`src/rtl/norm_shifter_if.sv`:
```
// Handshake and data bundle for norm_shifter: input beat channel plus result channel.
// The slave modport is the shifter's view; the master modport is the producer/consumer side.
interface norm_shifter_if #(
  parameter int DATA_WIDTH  = 8,
  parameter int SHIFT_WIDTH = $clog2(DATA_WIDTH)
);
  logic                   in_valid;
  logic                   in_ready;
  logic [DATA_WIDTH-1:0]  in_data;
  logic [SHIFT_WIDTH-1:0] in_nshift;
  logic                   in_nshift_correct;
  logic                   in_not_zero;

  logic                   out_valid;
  logic                   out_ready;
  logic [DATA_WIDTH-1:0]  out_data;
  logic [SHIFT_WIDTH:0]   out_shift;
  logic                   out_zero;
  logic                   out_mispredict;

  modport slave (
    input  in_valid, in_data, in_nshift, in_nshift_correct, in_not_zero, out_ready,
    output in_ready, out_valid, out_data, out_shift, out_zero, out_mispredict
  );

  modport master (
    output in_valid, in_data, in_nshift, in_nshift_correct, in_not_zero, out_ready,
    input  in_ready, out_valid, out_data, out_shift, out_zero, out_mispredict
  );
endinterface

```
`src/rtl/norm_shifter.sv`:
```
// Two-stage normalization shifter: S1 applies the predicted coarse shift, S2 the 1-bit fix-up.
// Optional feature: define NORM_CORR_CNT_EN to add the saturating corr_cnt fine-shift counter.
module norm_shifter #(
  parameter int DATA_WIDTH  = 8,
  parameter int SHIFT_WIDTH = $clog2(DATA_WIDTH)
) (
  input  logic          clk,
  input  logic          rst_n,
  norm_shifter_if.slave bus
`ifdef NORM_CORR_CNT_EN
  ,
  output logic [15:0]   corr_cnt
`endif
);

  logic                   s1_valid;
  logic [DATA_WIDTH-1:0]  s1_data;
  logic [SHIFT_WIDTH-1:0] s1_nshift;
  logic                   s1_correct;
  logic                   s1_not_zero;

  logic                   out_valid_r;
  logic [DATA_WIDTH-1:0]  out_data_r;
  logic [SHIFT_WIDTH:0]   out_shift_r;
  logic                   out_zero_r;
  logic                   out_mispredict_r;

  logic                   s2_ready;
  logic                   s1_ready;

  logic                   s1_msb;
  logic                   fine;
  logic                   mispredict;
  logic [DATA_WIDTH-1:0]  fine_data;
  logic [SHIFT_WIDTH:0]   fine_shift;

  // A stage can load when it is empty or its contents leave on this edge.
  assign s2_ready = !out_valid_r || bus.out_ready;
  assign s1_ready = !s1_valid || s2_ready;

  assign bus.in_ready       = s1_ready;
  assign bus.out_valid      = out_valid_r;
  assign bus.out_data       = out_data_r;
  assign bus.out_shift      = out_shift_r;
  assign bus.out_zero       = out_zero_r;
  assign bus.out_mispredict = out_mispredict_r;

  always_ff @(posedge clk) begin
    if (!rst_n) begin
      s1_valid    <= 1'b0;
      s1_data     <= '0;
      s1_nshift   <= '0;
      s1_correct  <= 1'b0;
      s1_not_zero <= 1'b0;
    end else if (s1_ready) begin
      s1_valid <= bus.in_valid;
      if (bus.in_valid) begin
        s1_data     <= bus.in_data << bus.in_nshift;
        s1_nshift   <= bus.in_nshift;
        s1_correct  <= bus.in_nshift_correct;
        s1_not_zero <= bus.in_not_zero;
      end
    end
  end

  // A zero sum overrides everything; otherwise only an inexact prediction earns the extra shift.
  always_comb begin
    s1_msb     = s1_data[DATA_WIDTH-1];
    fine       = s1_not_zero && !s1_correct && !s1_msb;
    mispredict = s1_not_zero && s1_correct && !s1_msb;
    fine_data  = '0;
    fine_shift = '0;
    if (s1_not_zero) begin
      fine_data  = fine ? {s1_data[DATA_WIDTH-2:0], 1'b0} : s1_data;
      fine_shift = {1'b0, s1_nshift} + {{SHIFT_WIDTH{1'b0}}, fine};
    end
  end

  always_ff @(posedge clk) begin
    if (!rst_n) begin
      out_valid_r      <= 1'b0;
      out_data_r       <= '0;
      out_shift_r      <= '0;
      out_zero_r       <= 1'b0;
      out_mispredict_r <= 1'b0;
    end else if (s2_ready) begin
      out_valid_r <= s1_valid;
      if (s1_valid) begin
        out_data_r       <= fine_data;
        out_shift_r      <= fine_shift;
        out_zero_r       <= !s1_not_zero;
        out_mispredict_r <= mispredict;
      end
    end
  end

`ifdef NORM_CORR_CNT_EN
  logic        out_fine_r;
  logic [15:0] corr_cnt_r;

  always_ff @(posedge clk) begin
    if (!rst_n) begin
      out_fine_r <= 1'b0;
    end else if (s2_ready && s1_valid) begin
      out_fine_r <= fine;
    end
  end

  // Counted on retirement so a stalled beat is never counted twice.
  always_ff @(posedge clk) begin
    if (!rst_n) begin
      corr_cnt_r <= '0;
    end else if (out_valid_r && bus.out_ready && out_fine_r && (corr_cnt_r != 16'hFFFF)) begin
      corr_cnt_r <= corr_cnt_r + 16'd1;
    end
  end

  assign corr_cnt = corr_cnt_r;
`endif

endmodule
```
`src/flat_wrapper.sv`:
```
// flat-port wrapper written by rule: the top's interface ports become plain ports
module norm_shifter_flat 
#(
  parameter int DATA_WIDTH  = 8,
  parameter int SHIFT_WIDTH = $clog2(DATA_WIDTH)
)
  (clk, rst_n, bus_in_valid, bus_in_data, bus_in_nshift, bus_in_nshift_correct, bus_in_not_zero, bus_out_ready, bus_in_ready, bus_out_valid, bus_out_data, bus_out_shift, bus_out_zero, bus_out_mispredict);
  norm_shifter_if #(.DATA_WIDTH(DATA_WIDTH), .SHIFT_WIDTH(SHIFT_WIDTH)) bus_i ();
  input  logic clk;
  input  logic rst_n;
  input wire logic [$bits(bus_i.in_valid)-1:0] bus_in_valid;
  input wire logic [$bits(bus_i.in_data)-1:0] bus_in_data;
  input wire logic [$bits(bus_i.in_nshift)-1:0] bus_in_nshift;
  input wire logic [$bits(bus_i.in_nshift_correct)-1:0] bus_in_nshift_correct;
  input wire logic [$bits(bus_i.in_not_zero)-1:0] bus_in_not_zero;
  input wire logic [$bits(bus_i.out_ready)-1:0] bus_out_ready;
  output wire logic [$bits(bus_i.in_ready)-1:0] bus_in_ready;
  output wire logic [$bits(bus_i.out_valid)-1:0] bus_out_valid;
  output wire logic [$bits(bus_i.out_data)-1:0] bus_out_data;
  output wire logic [$bits(bus_i.out_shift)-1:0] bus_out_shift;
  output wire logic [$bits(bus_i.out_zero)-1:0] bus_out_zero;
  output wire logic [$bits(bus_i.out_mispredict)-1:0] bus_out_mispredict;
  assign bus_i.in_valid = bus_in_valid;
  assign bus_i.in_data = bus_in_data;
  assign bus_i.in_nshift = bus_in_nshift;
  assign bus_i.in_nshift_correct = bus_in_nshift_correct;
  assign bus_i.in_not_zero = bus_in_not_zero;
  assign bus_i.out_ready = bus_out_ready;
  assign bus_in_ready = bus_i.in_ready;
  assign bus_out_valid = bus_i.out_valid;
  assign bus_out_data = bus_i.out_data;
  assign bus_out_shift = bus_i.out_shift;
  assign bus_out_zero = bus_i.out_zero;
  assign bus_out_mispredict = bus_i.out_mispredict;
  norm_shifter #(.DATA_WIDTH(DATA_WIDTH), .SHIFT_WIDTH(SHIFT_WIDTH)) u_core (.clk(clk), .rst_n(rst_n), .bus(bus_i));
endmodule
```
`config.mk`:
```
export PLATFORM = sky130hd
export DESIGN_NAME = norm_shifter_flat
export DESIGN_NICKNAME = d
export VERILOG_FILES = /design/src/rtl/norm_shifter_if.sv /design/src/rtl/norm_shifter.sv /design/src/flat_wrapper.sv
export SDC_FILE = /design/constraint.sdc
export NUM_CORES = 1
export LEC_CHECK = 0
export ABC_AREA = 1
export CAP_MARGIN = 10
export CORE_MARGIN = 2
export CORE_UTILIZATION = 49
export CTS_CLUSTER_SIZE = 8
export DETAILED_ROUTE_END_ITERATION = 10
export GPL_TIMING_DRIVEN = 0
export PLACE_DENSITY = 0.8
export REMOVE_ABC_BUFFERS = 1
export SYNTH_ARGS = -nofsm -noshare
export SYNTH_HDL_FRONTEND = slang
export SYNTH_SLANG_ARGS = --single-unit
```
`constraint.sdc`:
```
create_clock -name clk -period 1.8 [get_ports clk]
set_clock_uncertainty 0.1 [all_clocks]
set_input_delay 0.36 -clock clk [delete_from_list [all_inputs] [get_ports clk]]
set_output_delay 0.36 -clock clk [all_outputs]
set_load 0.01 [all_outputs]
```
==> results.sh, run 1 <==
export IMPL_cp_max_fo=4
export IMPL_cts_setup_buffers=0
export IMPL_yosys_area_top_type_share=0.398
export IMPL_final_nets=255
export IMPL_core_area_mm2=0.00278
export IMPL_period_share=0.973
export IMPL_synth_area_leaders="dfxtp_1 (40%), nand2_1 (16%), inv_1 (6.7%), a21oi_1 (6.5%), nand3_1 (5.2%)"
export IMPL_hold_path_class="flip-flop to flip-flop"
export IMPL_pre_cts_ws_ns=-0.199
export IMPL_clk_pin_slew_ns=0.09
export IMPL_synth_top_cell_by_area="dfxtp_1"
export IMPL_placed_cell_area_mm2=0.00176
export IMPL_grt_pass1_vias=1209
export IMPL_numPortBuffers=32
export IMPL_cts_buffers=5
export IMPL_startpoint_type="input port"
export IMPL_p_leak_nw=0.818
export IMPL_arrival_ns=1.29
export IMPL_drive_gt1_frac=0.101
export IMPL_cts_buffer_depth=2
export IMPL_grt_pass1_wl_mm=5.11
export IMPL_yosysWarnings=0
export IMPL_cts_tree="yes"
export IMPL_grt_start_max_net_pins=24
export IMPL_hold_viol=0
export IMPL_track_usage=0.201
export IMPL_drt_total_wl_mm=3.01
export IMPL_antenna_found_initial=0
export IMPL_ir_worst_vdd_uv=566
export IMPL_ant_nets=0
export IMPL_fin_area_mm2=0.00183
export IMPL_die_w_um=58.5
export IMPL_worst_pin_slew_ns=0.767
export IMPL_total_power_mw=1.36
export IMPL_place_gp_congestion=0.851
export IMPL_ys_seq_area_frac=0.398
export IMPL_dieArea_mm2=0.00343
export IMPL_slew_violations=0
export IMPL_drv_cap=0
export IMPL_timing_setup_critical_path_class="input port to output port"
export IMPL_timing_fmax_mhz=571
export IMPL_critPathCaptureType="output port"
export IMPL_syn_area_mm2=0.00146
export IMPL_place_hpwl_mm=2.15
export IMPL_vias=1375
export IMPL_tns_ns=0
export IMPL_timing_hold_ws_ns=0.365
export IMPL_pwr_density_cell_mw_per_mm2=739
export IMPL_period_minus_slack_ns=1.75
export IMPL_drc=0
export IMPL_die_y_um=58.5
export IMPL_synthCells=205
export IMPL_required_ns=1.34
export IMPL_clock_sinks=29
export IMPL_wl_per_cell_um=11.2
export IMPL_h_tree_depth=2
export IMPL_area_delta_synth_final_pct=25.8
export IMPL_std_cell_rows=19
export IMPL_status="finished, final reports clean"
export IMPL_drt_iter0_drc=58
export IMPL_synth_seq_cells=29
export IMPL_yosysUniqueCellTypes=27
export IMPL_max_slew_margin=0.488
export IMPL_clk_latency_ns=0.34
export IMPL_vias_per_cell=5.13
export IMPL_fill_cells=259
export IMPL_cts_root_buf="clkbuf_4"
export IMPL_rsz0062_at_grt="false"
export IMPL_synth_avg_cell_area_um2=7.11
export IMPL_firstDrtPassIters=4
export IMPL_grt_overflow=0
export IMPL_pin_count=33
export IMPL_setup_slack_ns=0.0482
export IMPL_diodes=0
export IMPL_setup_viol=0
export IMPL_start_util=0.524
## logic make-up after synthesis
logic type      share of synthesized area
fa+ha+maj                          0.0172
xor+xnor                          0.00601
simple gates                        0.317
buf+inv                             0.112
compound gates                      0.149
flops                               0.398
## critical path: stages
cell and delay [ns]:
clkdlybuf4s50_1 0.40, inv_1 0.09, nand3_2 0.12, dlygate4sd2_1 0.32
## layout by cell type (no fill, tap or decap)
cell type and n:
inv_2 2, nor2_2 2, dfxtp_1 29, clkbuf_8 2, a21oi_2 4, o21ai_1 2
a21oi_1 19, nor3_1 1, clkdlybuf4s50_1 31, dlygate4sd2_1 1, nand3_2 2, clkbuf_4 5
nand2_4 2, clkinv_2 1, nand4_1 1, inv_1 26, a211oi_1 1, a22oi_1 1
o31ai_1 1, o21ai_0 2, nor2_1 10, nor2_8 1, xor2_1 1, nand3_4 1
nand2_1 64, o211ai_1 6, nand3_1 15, ha_1 2, nand2_2 2
## sequential cells by signal (all words and copies together) (netlist names)
register	flops
u_core.s1_not_zero	1
u_core.bus.out_data	8
u_core.s1_correct	1
u_core.bus.out_shift	4
u_core.bus.out_zero	1
u_core.bus.out_valid	1
u_core.bus.out_mispredict	1
u_core.s1_nshift	3
u_core.s1_valid	1
u_core.s1_data	8
## cell type report
class / instances / area [um2] / area share
Sequential cell: 29 / 581 / 0.317
Tap cell: 31 / 38.8 / 0.0211
Timing Repair Buffer: 32 / 319 / 0.174
Inverter: 28 / 105 / 0.0573
Clock buffer: 7 / 65.1 / 0.0355
Multi-Input combinational cell: 140 / 721 / 0.393
Clock inverter: 1 / 5.00 / 0.00273
## stage by stage
| step | cells | util |
|---|---|---|
| finish | 268 | 0.659 |
| detailed placement | 260 | 0.632 |
| floorplan | 197 | - |
| global route | 268 | 0.659 |
| global placement | 260 | 0.632 |
| CTS | 268 | 0.657 |
## worst paths after layout
path                                from                       to  slack, ns  cells after the start
setup / recovery           bus_out_ready             bus_in_ready       0.05                      4
setup reg to reg       u_core.s1_correct  u_core.bus.out_shift[2]       0.14                      8
hold reg to reg   u_core.bus.out_data[5]   u_core.bus.out_data[5]       0.36                      2
hold / removal    u_core.bus.out_data[5]   u_core.bus.out_data[5]       0.36                      2
## routing by layer
| metal | vias to the layer above | wire length (um) | track usage |
|---|---|---|---|
| met1 | 611 | 1320 | 0.238 |
| li1 | 717 | - | - |
| met5 | - | 0 | 0 |
| met2 | 38 | 1460 | 0.318 |
| met3 | 9 | 145 | 0.0549 |
| met4 | 0 | 92 | 0.133 |
## power breakdown
group          internal [mW]  switching [mW]  total (mW)
sequential             0.665          0.0162       0.681
clock                  0.226           0.240       0.466
combinational         0.0876           0.120       0.208
## synth_stat cells, drive strengths merged
master  instances
a22oi           1
nand4           1
nand2          68
nand3          18
dfxtp          29
nor2           13
a21oi          23
xor2            1
o211ai          6
o21ai           4
inv            28
a211oi          1
o31ai           1
ha              2
nor3            1
buf             8
## repair_timing
item	4_1_cts	5_1_grt
hold buffers	0	0
resized for setup	1	1
setup endpoints to repair	1	1
No activity file was read; power rests on OpenSTA's default activity.
==> run 2: changes to the inputs <==
--- a/config.mk
+++ b/config.mk
@@ -7,12 +7,14 @@
 export LEC_CHECK = 0
 export ABC_AREA = 1
 export CAP_MARGIN = 10
+export CELL_PAD_IN_SITES_DETAIL_PLACEMENT = 1
+export CELL_PAD_IN_SITES_GLOBAL_PLACEMENT = 1
 export CORE_MARGIN = 2
-export CORE_UTILIZATION = 49
+export CORE_UTILIZATION = 31
 export CTS_CLUSTER_SIZE = 8
 export DETAILED_ROUTE_END_ITERATION = 10
 export GPL_TIMING_DRIVEN = 0
-export PLACE_DENSITY = 0.8
+export PLACE_DENSITY = 0.76
 export REMOVE_ABC_BUFFERS = 1
 export SYNTH_ARGS = -nofsm -noshare
 export SYNTH_HDL_FRONTEND = slang
==> constraint.sdc (replaced) <==
create_clock -name clk -period 1.6 [get_ports clk]
set_clock_uncertainty 0.1 [all_clocks]
set_input_delay 0.32 -clock clk [delete_from_list [all_inputs] [get_ports clk]]
set_output_delay 0.32 -clock clk [all_outputs]
set_load 0.01 [all_outputs]
==> run 2 against run 1 <==
Net effect: setup slack got worse by 0.00071 ns; global-route usage is 5.4 points lower; power increased by 19%; sequential cell count stayed put; combinational power grew 21%; register-to-register slack lost 0.06 ns; clock-buffer cell count stayed put; sequential share of layout area is 1.8 points lower; via count increased by 0.73%; worst hold slack lost 0.0098 ns; first-iteration DRC count shrank 17%; final cell count increased by 9.3%; critical endpoint is now bus_out_data[4].
==> results.sh, run 2 (synthesized netlist as in run 1, its figures left out) <==
export IMPL_ir_worst_vdd_uv=288
export IMPL_antenna_found_initial=0
export IMPL_total_power_mw=1.61
export IMPL_dieArea_mm2=0.00527
export IMPL_period_minus_slack_ns=1.55
export IMPL_grt_pass1_vias=1358
export IMPL_ctsHoldBuffers=0
export IMPL_arrival_ns=1.13
export IMPL_core_area_mm2=0.00444
export IMPL_h_tree_depth=2
export IMPL_cts_buffer_depth=2
export IMPL_cts_root_buf="clkbuf_8"
export IMPL_layout_common_cells="nand2_1 (64), dfxtp_1 (28), inv_1 (24)"
export IMPL_timing_setup_critical_path_class="flip-flop to output port"
export IMPL_area_delta_synth_final_pct=33.6
export IMPL_fin_area_mm2=0.00195
export IMPL_track_usage=0.147
export IMPL_drt_total_wl_mm=3.49
export IMPL_start_util=0.328
export IMPL_crit_buf_inv=1
export IMPL_max_stage_delay_ns=0.53
export IMPL_grt_pass1_wl_mm=6.09
export IMPL_startpoint_type="flip-flop"
export IMPL_std_cell_rows=24
export IMPL_vias=1385
export IMPL_worst_pin_slew_ns=0.504
export IMPL_cp_max_fo=2
export IMPL_grt_overflow=0
export IMPL_clk_pin_slew_ns=0.06
export IMPL_slew_violations=0
export IMPL_wl_per_cell_um=11.9
export IMPL_grt_start_max_net_pins=24
export IMPL_setup_viol=0
export IMPL_path_cells="clkdlybuf4s50_1"
export IMPL_place_hpwl_mm=2.45
export IMPL_diodes=0
export IMPL_cts_buffers=5
export IMPL_status="finished, final reports clean"
export IMPL_hold_viol=0
export IMPL_period_share=0.970
export IMPL_drive_gt1_frac=0.129
export IMPL_firstDrtPassIters=3
export IMPL_min_from="u_core.bus.out_zero"
export IMPL_drc=0
export IMPL_final_util=0.438
export IMPL_final_nets=260
export IMPL_hold_path_class="flip-flop to flip-flop"
export IMPL_clk_latency_ns=0.27
export IMPL_place_gp_congestion=0.786
export IMPL_vias_per_cell=4.73
export IMPL_die_y_um=72.6
export IMPL_slowest_stage="clkdlybuf4s50_1"
export IMPL_timing_rr_start="u_core.s1_data[7]"
export IMPL_clock_sinks=29
export IMPL_startpoint="u_core.bus.out_data[4]"
export IMPL_cts_tree="yes"
export IMPL_timing_fmax_mhz=644
export IMPL_p_leak_nw=0.962
export IMPL_required_ns=1.18
export IMPL_path_delay_family="buffers and inverters"
export IMPL_final_common_cell="nand2_1"
export IMPL_pin_count=33
export IMPL_critPathCaptureType="output port"
export IMPL_numPortBuffers=32
export IMPL_drt_iter0_drc=48
export IMPL_ant_nets=0
export IMPL_max_slew_margin=0.664
export IMPL_rsz0062_at_grt="true"
export IMPL_placed_cell_area_mm2=0.00178
export IMPL_drv_cap=0
export IMPL_pwr_density_cell_mw_per_mm2=828
export IMPL_die_w_um=72.6
run 2: cell types whose count changed in the layout (fill, tap and decap cells not counted), moves of 2 or more:
cell	before	now
clkbuf_8	2	6
dlymetal6s2s_1	0	8
inv_1	26	24
clkdlybuf4s50_1	31	22
clkinvlp_4	0	2
buf_4	0	4
clkbuf_4	5	0
run 2: final timing paths:
kind	to	slack (ns)	cells past startpoint
worst max-delay path	bus_out_data[4]	0.05	1
worst min-delay path	u_core.bus.out_zero	0.36	2
worst max register to register	u_core.bus.out_shift[2]	0.08	8
worst min register to register	u_core.bus.out_zero	0.36	2
run 2: per-layer routing:
metal	vias up	wire (um)	global-route usage
met3	6	116	0.0387
met4	0	58	0.0556
li1	725	-	-
met1	627	1600	0.185
met5	-	0	0
met2	27	1720	0.242
run 2: repair_timing:
action | CTS | global route
endpoints found under the hold margin | 0 | 0
resized for setup | 6 | 14
pin swaps | 1 | 1
setup buffers | 1 | 3
setup endpoints to repair | 13 | 30
cloned | 0 | 1
run 2: cell type report:
type                    count  area, um2
fillers                   571       2500
multi-input cells         140        734
flip-flops and latches     29        582
repair buffers             36        364
inverters                  28        109
clock buffers               7       86.3
well taps                  52       65.1
repair inverters            1       7.51
run 2: report_power, final:
| group | switching [mW] | total [mW] | internal, mW |
|---|---|---|---|
| registers | 0.0205 | 0.770 | 0.750 |
| clock network | 0.252 | 0.592 | 0.340 |
| logic | 0.145 | 0.251 | 0.105 |
run 2: stage by stage:
step | setup slack (ns) | setup TNS (ns) | cells | hold WS, ns
2_1_floorplan | 0.0595 | 0 | 197 | 0.318
3_3_place_gp | -0.332 | -7.76 | 281 | 0.353
3_5_place_dp | -0.337 | -7.71 | 281 | 0.356
4_1_cts | -0.0449 | -0.230 | 289 | 0.366
5_1_grt | -0.00209 | -0.00259 | 293 | 0.384
6_report | 0.0475 | 0 | 293 | 0.355
==> run 3: changes to the inputs <==
--- a/config.mk
+++ b/config.mk
@@ -16,6 +16,7 @@
 export GPL_TIMING_DRIVEN = 0
 export PLACE_DENSITY = 0.76
 export REMOVE_ABC_BUFFERS = 1
+export SETUP_SLACK_MARGIN = 0.4
 export SYNTH_ARGS = -nofsm -noshare
 export SYNTH_HDL_FRONTEND = slang
 export SYNTH_SLANG_ARGS = --single-unit
==> run 3 against run 2 <==
Net effect: clock power rose by 3%; critical path depth rose by 7; final cell count rose by 6.8%; clock-buffer cell count did not move; critical path type is now flip-flop to flip-flop.
==> results.sh, run 3 (synthesized netlist as in run 1, its figures left out) <==
export IMPL_top_layer_used="met4"
export IMPL_routed_wl_met2_mm=2.61
export IMPL_max_slew_margin=0.760
export IMPL_clk_latency_ns=0.27
export IMPL_vias_per_cell=4.87
export IMPL_period_minus_slack_ns=1.44
export IMPL_final_util=0.510
export IMPL_layout_common_cells="nand2_1 (53), dfxtp_1 (24), inv_1 (17)"
export IMPL_ant_nets=0
export IMPL_wl_met3_um=142
export IMPL_required_ns=1.66
export IMPL_wl_met1_mm=2.03
export IMPL_die_y_um=72.6
export IMPL_grt_overflow=0
export IMPL_cts_buffer_depth=2
export IMPL_p_leak_nw=1.02
export IMPL_slew_violations=0
export IMPL_r2r_setup_slack_ns=0.16
export IMPL_firstDrtPassIters=4
export IMPL_start_util=0.328
export IMPL_pin_count=33
export IMPL_cp_max_fo=2
export IMPL_track_usage=0.175
export IMPL_h_tree_depth=2
export IMPL_grt_pass1_wl_mm=7.18
export IMPL_vias=1523
export IMPL_startpoint="u_core.s1_data[7]"
export IMPL_min_from="u_core.bus.out_data[6]"
export IMPL_grt_start_max_net_pins=16
export IMPL_clk_pin_slew_ns=0.06
export IMPL_timing_hold_ws_ns=0.356
export IMPL_place_gp_congestion=0.786
export IMPL_holdPathStages=2
export IMPL_final_common_cell="nand2_1"
export IMPL_worst_pin_slew_ns=0.360
export IMPL_wl_per_cell_um=15.5
export IMPL_ff2ff_path_depth=8
export IMPL_pre_cts_ws_ns=-0.337
export IMPL_hold_path_class="flip-flop to flip-flop"
export IMPL_place_hpwl_mm=2.45
export IMPL_startpoint_type="flip-flop"
export IMPL_area_delta_synth_final_pct=55.6
export IMPL_grt_pass1_vias=1546
export IMPL_status="finished, final reports clean"
export IMPL_drc=0
export IMPL_ir_worst_vdd_uv=372
export IMPL_period_share=0.899
export IMPL_hold_viol=0
export IMPL_max_stage_delay_ns=0.35
export IMPL_antenna_found_initial=0
export IMPL_setup_slack_ns=0.162
export IMPL_diodes=0
export IMPL_arrival_ns=1.50
export IMPL_tns_ns=0
export IMPL_core_area_mm2=0.00444
export IMPL_drive_gt1_frac=0.421
export IMPL_timing_rr_start="u_core.s1_data[7]"
export IMPL_slowest_stage="dfxtp_2"
export IMPL_numPortBuffers=32
export IMPL_timing_fmax_mhz=695
export IMPL_drt_iter0_drc=57
export IMPL_final_nets=280
export IMPL_pwr_density_cell_mw_per_mm2=771
export IMPL_path_cells="inv_2, nand3_4, inv_2, ha_4, ha_4, xor2_1, a22oi_1, nor2_1"
export IMPL_min_to="u_core.bus.out_data[6]"
export IMPL_cts_tree="yes"
export IMPL_setup_viol=0
export IMPL_total_power_mw=1.75
export IMPL_dieArea_mm2=0.00527
export IMPL_clock_sinks=29
export IMPL_r2r_end="u_core.bus.out_shift[2]"
export IMPL_ctsHoldBuffers=0
export IMPL_die_w_um=72.6
export IMPL_rsz0062_at_grt="true"
export IMPL_cts_root_buf="clkbuf_8"
export IMPL_drv_cap=0
export IMPL_drt_total_wl_mm=4.84
export IMPL_cts_buffers=5
export IMPL_timing_setup_critical_path_class="flip-flop to flip-flop"
export IMPL_std_cell_rows=24
export IMPL_critPathCaptureType="flip-flop"
run 3: report_power, final:
group	switching [mW]	internal (mW)	total, mW
registers	0.0280	0.749	0.777
logic	0.203	0.160	0.363
clock network	0.268	0.341	0.608
run 3: layout make-up:
class                   instances  area, um2
multi-input cells             140        907
repair inverters                2       15.0
clock buffers                   7       86.3
well taps                      52       65.1
inverters                      28        116
flip-flops and latches         29        592
fillers                       557       2180
repair buffers                 55        487
run 3: critical path, delay by kind of cell (launching register included):
kind / cells / cell delay, ns
AO/OA/AOI/OAI: 1 / 0.16
XOR/XNOR: 1 / 0.15
adder cells (fa/ha/maj): 2 / 0.31
buffers and inverters: 2 / 0.11
flip-flops: 1 / 0.35
AND/OR/NAND/NOR: 2 / 0.16
run 3: metrics by stage:
step,std cells,instance area (um2)
2_1_floorplan,197,1400
3_3_place_gp,281,1780
3_5_place_dp,281,1780
4_1_cts,306,2100
5_1_grt,313,2270
6_report,313,2270
run 3: how the worst max path moves through the flow:
stage,end,slack (ns),depth (start not counted)
finish,u_core.bus.out_shift[2],0.16,8
detailed placement,u_core.bus.out_shift[2],-0.34,3
global route,u_core.bus.out_shift[2],0.11,8
global placement,u_core.bus.out_zero,-0.33,3
CTS,u_core.bus.out_shift[2],0.22,8
floorplan,u_core.bus.out_shift[2],0.06,8
run 3: per-layer routing:
metal,track usage,up-vias
li1,-,766
met1,0.211,713
met2,0.308,38
met3,0.0262,6
met4,0.0761,0
met5,0,-
run 3: what timing repair did:
action	4_1_cts	5_1_grt
gates cloned	2	0
setup endpoints to repair	45	30
buffers inserted	16	7
gates resized for setup	117	31
pin swaps	15	15
endpoints found under the hold margin	0	0
